===== src/rtl/pipe_ctrl_pkg.sv =====
// Shared types and constants for the pipeline stall/flush controller.
// Imported by pipe_div_seq and pipe_stall_ctrl.
package pipe_ctrl_pkg;

    typedef enum logic [0:0] {StRun, StDiv} div_state_e;

    localparam int unsigned StageF = 0;
    localparam int unsigned StageD = 1;
    localparam int unsigned StageE = 2;
    localparam int unsigned StageM = 3;
    localparam int unsigned StageW = 4;

    localparam int unsigned RegW = 5;

    // r0 is hardwired to zero, so a load into it never creates a hazard.
    function automatic logic load_use(input logic            mem_read,
                                      input logic [RegW-1:0] ex_rt,
                                      input logic [RegW-1:0] rs,
                                      input logic [RegW-1:0] rt);
        return mem_read && (ex_rt != '0) && ((ex_rt == rs) || (ex_rt == rt));
    endfunction

endpackage


===== src/rtl/pipe_div_seq.sv =====
// Divider sequencer: RUN/DIV state, latency down-counter, start/abort pulses
// and the done condition used by pipe_stall_ctrl.
module pipe_div_seq
    import pipe_ctrl_pkg::*;
#(
    parameter int unsigned DIV_CYCLES = 32
) (
    input  logic clk,
    input  logic rst,
    input  logic div_req,
    input  logic mem_stall,
    input  logic m_exc,
    output logic in_div,
    output logic cnt_zero,
    output logic div_start,
    output logic div_abort,
    output logic div_done
);

    localparam logic [7:0] CntInit = 8'(DIV_CYCLES - 1);

    div_state_e state_q, state_d;
    logic [7:0] cnt_q, cnt_d;

    always_ff @(posedge clk or posedge rst) begin
        if (rst) begin
            state_q <= StRun;
            cnt_q   <= '0;
        end else begin
            state_q <= state_d;
            cnt_q   <= cnt_d;
        end
    end

    always_comb begin
        state_d = state_q;
        cnt_d   = cnt_q;
        unique case (state_q)
            StRun: begin
                if (div_start) begin
                    state_d = StDiv;
                    cnt_d   = CntInit;
                end
            end
            StDiv: begin
                // The divider runs on its own clock budget; memory stalls do not pause it.
                if (cnt_q != '0) cnt_d = cnt_q - 8'd1;
                if (div_abort || div_done) state_d = StRun;
            end
            default: state_d = StRun;
        endcase
    end

    always_comb begin
        in_div    = (state_q == StDiv);
        cnt_zero  = (cnt_q == '0);
        div_start = !in_div && div_req && !mem_stall && !m_exc;
        div_abort = in_div && m_exc && !mem_stall;
        div_done  = in_div && !m_exc && !mem_stall && cnt_zero;
    end

endmodule


===== src/rtl/pipe_stall_ctrl.sv =====
// Central stall/flush controller for the F/D/E/M/W pipeline.
// Define PIPE_STALL_CTRL_PERF_EN to add the stall/divide/flush performance counters.
module pipe_stall_ctrl
    import pipe_ctrl_pkg::*;
#(
    parameter int unsigned DIV_CYCLES = 32
) (
    input  logic            clk,
    input  logic            rst,
    input  logic            i_stall,
    input  logic            d_stall,
    input  logic            ex_mem_read,
    input  logic [RegW-1:0] ex_rt,
    input  logic [RegW-1:0] id_rs,
    input  logic [RegW-1:0] id_rt,
    input  logic            ex_div_req,
    input  logic            m_exc,
    output logic            en_f,
    output logic            en_d,
    output logic            en_e,
    output logic            en_m,
    output logic            en_w,
    output logic            clr_d,
    output logic            clr_e,
    output logic            clr_m,
    output logic            clr_w,
    output logic            div_start,
    output logic            div_abort,
    output logic            exc_redirect
`ifdef PIPE_STALL_CTRL_PERF_EN
    ,
    output logic [31:0]     perf_stall_cyc,
    output logic [31:0]     perf_div_cyc,
    output logic [31:0]     perf_flush_cnt
`endif
);

    logic mem_stall, lu;
    logic in_div, cnt_zero, seq_start, seq_abort, seq_done;
    logic [StageW:StageF] en;
    logic [StageW:StageD] clr;

    assign mem_stall = i_stall | d_stall;
    assign lu        = load_use(ex_mem_read, ex_rt, id_rs, id_rt);

    pipe_div_seq #(
        .DIV_CYCLES (DIV_CYCLES)
    ) u_div_seq (
        .clk       (clk),
        .rst       (rst),
        .div_req   (ex_div_req),
        .mem_stall (mem_stall),
        .m_exc     (m_exc),
        .in_div    (in_div),
        .cnt_zero  (cnt_zero),
        .div_start (seq_start),
        .div_abort (seq_abort),
        .div_done  (seq_done)
    );

    always_comb begin
        en           = '0;
        clr          = '0;
        div_start    = 1'b0;
        div_abort    = 1'b0;
        exc_redirect = 1'b0;
        if (rst) begin
            // Hold everything while in reset.
        end else if (in_div ? seq_abort : (!mem_stall && m_exc)) begin
            en           = '1;
            clr          = '1;
            exc_redirect = 1'b1;
            div_abort    = seq_abort;
        end else if (mem_stall) begin
            // Freeze the whole pipe; a pending exception waits for the bus.
        end else if (seq_start || (in_div && !cnt_zero)) begin
            // Divide in E: keep F/D/E, let M take a bubble, drain W.
            div_start   = seq_start;
            en[StageM]  = 1'b1;
            en[StageW]  = 1'b1;
            clr[StageM] = 1'b1;
        end else if (!in_div && lu) begin
            en[StageE]  = 1'b1;
            en[StageM]  = 1'b1;
            en[StageW]  = 1'b1;
            clr[StageE] = 1'b1;
        end else begin
            en = '1;
        end
    end

    assign en_f  = en[StageF];
    assign en_d  = en[StageD];
    assign en_e  = en[StageE];
    assign en_m  = en[StageM];
    assign en_w  = en[StageW];
    assign clr_d = clr[StageD];
    assign clr_e = clr[StageE];
    assign clr_m = clr[StageM];
    assign clr_w = clr[StageW];

`ifdef PIPE_STALL_CTRL_PERF_EN
    always_ff @(posedge clk or posedge rst) begin
        if (rst) begin
            perf_stall_cyc <= '0;
            perf_div_cyc   <= '0;
            perf_flush_cnt <= '0;
        end else begin
            if (!en_f)        perf_stall_cyc <= perf_stall_cyc + 32'd1;
            if (in_div)       perf_div_cyc   <= perf_div_cyc + 32'd1;
            if (exc_redirect) perf_flush_cnt <= perf_flush_cnt + 32'd1;
        end
    end
`else
    logic unused_done;
    assign unused_done = seq_done;
`endif

endmodule


===== config.mk =====
export PLATFORM = sky130hd
export DESIGN_NAME = pipe_stall_ctrl
export DESIGN_NICKNAME = d
export VERILOG_FILES = /design/src/rtl/pipe_ctrl_pkg.sv /design/src/rtl/pipe_div_seq.sv /design/src/rtl/pipe_stall_ctrl.sv
export SDC_FILE = /design/constraint.sdc
export NUM_CORES = 1
export LEC_CHECK = 0
export BUFFER_PORTS_ARGS = -buffer_cell sky130_fd_sc_hd__buf_2
export CORE_UTILIZATION = 45
export DETAILED_ROUTE_END_ITERATION = 10
export PLACE_DENSITY = 0.81
export SETUP_SLACK_MARGIN = 0.02
export SLEW_MARGIN = 10
export SYNTH_ARGS = -nofsm -noshare
export SYNTH_HDL_FRONTEND = slang
export SYNTH_HIERARCHICAL = 1
export SYNTH_SLANG_ARGS = --single-unit

===== constraint.sdc =====
create_clock -name clk -period 4 [get_ports clk]
set_input_delay 0.6 -clock clk [delete_from_list [all_inputs] [get_ports clk]]
set_output_delay 0.6 -clock clk [all_outputs]
set_load 0.05 [all_outputs]

==> out/results.txt <==
largest net degree at the start of global routing: 14
Synth Cell Area: 813 µm²
Fin. Hold Viols: 0
root buffer cell: clkbuf_4
Die X: 44.5 µm
post-CTS sizing: 0
nature of the critical path endpoint: output pin
Skew-Pair Late Insertion Delay: 0.26 ns
n_diodes: 0
P&R area growth vs syn: 24.0%
hold buffers post-CTS: 0
ANT nets after route: 0
# fillers: 140
Gate power share: 46.2%
sequential power share: 39.2%
WL final: 1820 µm
fin crit share: 81.6%
GRT met2 Usage: 35.9%
met1 global-route usage: 21.3%
Worst-path clk slew: 0.06 ns
switching pwr: 0.211 mW
Crit path max-delay family: simple AND/OR/NAND/NOR gates
Hold WC Path Type: in -> async
Total GRT Usage: 19.5%
Max Cap Violations: 0
final setup violation count: 0
ordered list of cells on the worst path: inv_1, ha_1, nor3b_1, nor2b_1, inv_1, a211o_1, a21oi_1, a21boi_2, buf_2
status: completed
CP dominant cell by count: inv_1
Syn Inst Count: 88
Detailed Place HPWL: 1500 µm
Ports: 34
max incr delay on CP: 0.48 ns
R2R setup slack: 2.12 ns
vias in the first global route: 729
maximum vdd drop: 252 µV
setup TNS: 0 ns
Sw Ratio: 43.3%
Fin Clk Skew: 0.00386 ns
Critical Path RT: 3.40 ns
CP startpoint: u_div_seq/cnt_q[0]
GP Congestion: 0.815
slowest CP cell: nor3b_1
Congestion Overflow GR: 0
DR iter-0 viols: 11
GR Util met3: 4.90%
worst reg2reg path depth: 3
first-pass GRT wire length: 2860 µm
Critical Path Stages: 9
vias per inst: 5.22
CTS tree: built
worst slew margin relative to its limit: 56.9%
RSZ-0062 raised after global routing: no
PortBufs: 33
R2R Path Start: u_div_seq/in_div
drt first pass iters: 5
CTS Buf Count: 3
Avg Cell Area, Syn: 9.24 µm²
crit path to: en_d
worst slew pin tran: 0.644 ns
Core Region: 1590 µm²
critical path startpoint category: flop
die span in y: 44.5 µm
Pwr Density: 483 nW/µm²
Finished Core Util: 63.3%
Slew Viols, Final: 0
WP data arrival: 2.66 ns
Internal: 0.276 mW
Post-CTS Setup Inserts: 0
Crit Path Category: reg -> out
WL/cell: 12.5 µm
H-tree level count: 1
vias: 757
Total Nets Final: 146
min Tclk post-route: 3.26 ns
clock share of power: 14.5%
Yosys warning count: 6
Initial Util: 51.0%
Rows: 14
CP bufs+invs: 3
Max Fclk: 306 MHz
static leakage: 0.471 nW
initial antenna violation count: 0
# DRC: 0
maximum clock insertion buffer count: 2
crit path max fanout: 6
busiest grt layer: met2
clock sink count: 9
worst reg2reg endpoint: u_div_seq/cnt_q[7]
die area: 1980 µm²
layout cells sized above 1: 38.8%
syn nets: 112
area by class of cell:
class	instances	area, µm²	area share [%]
Clock buffer	4	26.3	2.61
Inverter	5	18.8	1.86
Multi-Input combinational cell	70	543	53.8
Sequential cell	9	225	22.3
Tap cell	24	30.0	2.98
Timing Repair Buffer	33	165	16.4
cell usage in the layout (no fill, tap or decap), types with 3 or more instances in the layout:
cell	n
dfrtp_1	9
buf_2	33
nor2_1	5
inv_1	5
mux2i_1	3
xnor2_1	10
nand2_1	4
a21oi_1	7
clkbuf_4	3
nor2b_1	3
a211o_1	3
per-layer routing:
metal  share of wire, %  vias up  wire (µm)
li1                   -      389          -
met1                 42      349        758
met2                 54       17        985
met3                3.2        2         59
met4               0.66        0         12
met5                  0        -          0
flip-flops by register name (all words and copies together) (netlist names):
signal and flops:
u_div_seq/in_div 1, u_div_seq/cnt_q 8
power groups by stage:
stage | Clock (mW) | Combinational, mW | Sequential (mW)
after global routing | 0.0781 | 0.249 | 0.197
after detailed placement | 0 | 0.226 | 0.191
after global placement | 0 | 0.217 | 0.186
after CTS | 0.0729 | 0.227 | 0.190
after floorplan | 0 | 0.182 | 0.177
final | 0.0707 | 0.225 | 0.191
worst min-delay path by stage:
stage                    endpoint  cells past startpoint  slack, ns               start
3_5_place_dp   u_div_seq/cnt_q[0]                      1       0.50  u_div_seq/cnt_q[0]
3_3_place_gp   u_div_seq/cnt_q[0]                      1       0.49  u_div_seq/cnt_q[0]
4_1_cts        u_div_seq/cnt_q[1]                      2       0.35                 rst
2_1_floorplan  u_div_seq/cnt_q[0]                      1       0.43                 rst
6_report       u_div_seq/cnt_q[3]                      2       0.35                 rst
5_1_grt        u_div_seq/cnt_q[3]                      2       0.37                 rst
per-stage QoR:
stage / setup WS [ns] / power (mW) / hold slack (ns) / area [µm²] / instances
after global placement: 1.13 / 0.403 / 0.487 / 982 / 141
after floorplan: 0.0662 / 0.359 / 0.428 / 817 / 88
after detailed placement: 1.05 / 0.417 / 0.504 / 982 / 141
after global routing: 0.522 / 0.524 / 0.368 / 1010 / 145
final: 0.736 / 0.487 / 0.352 / 1010 / 145
after CTS: 0.740 / 0.489 / 0.355 / 1010 / 145
(Power assumes the default switching activity.)
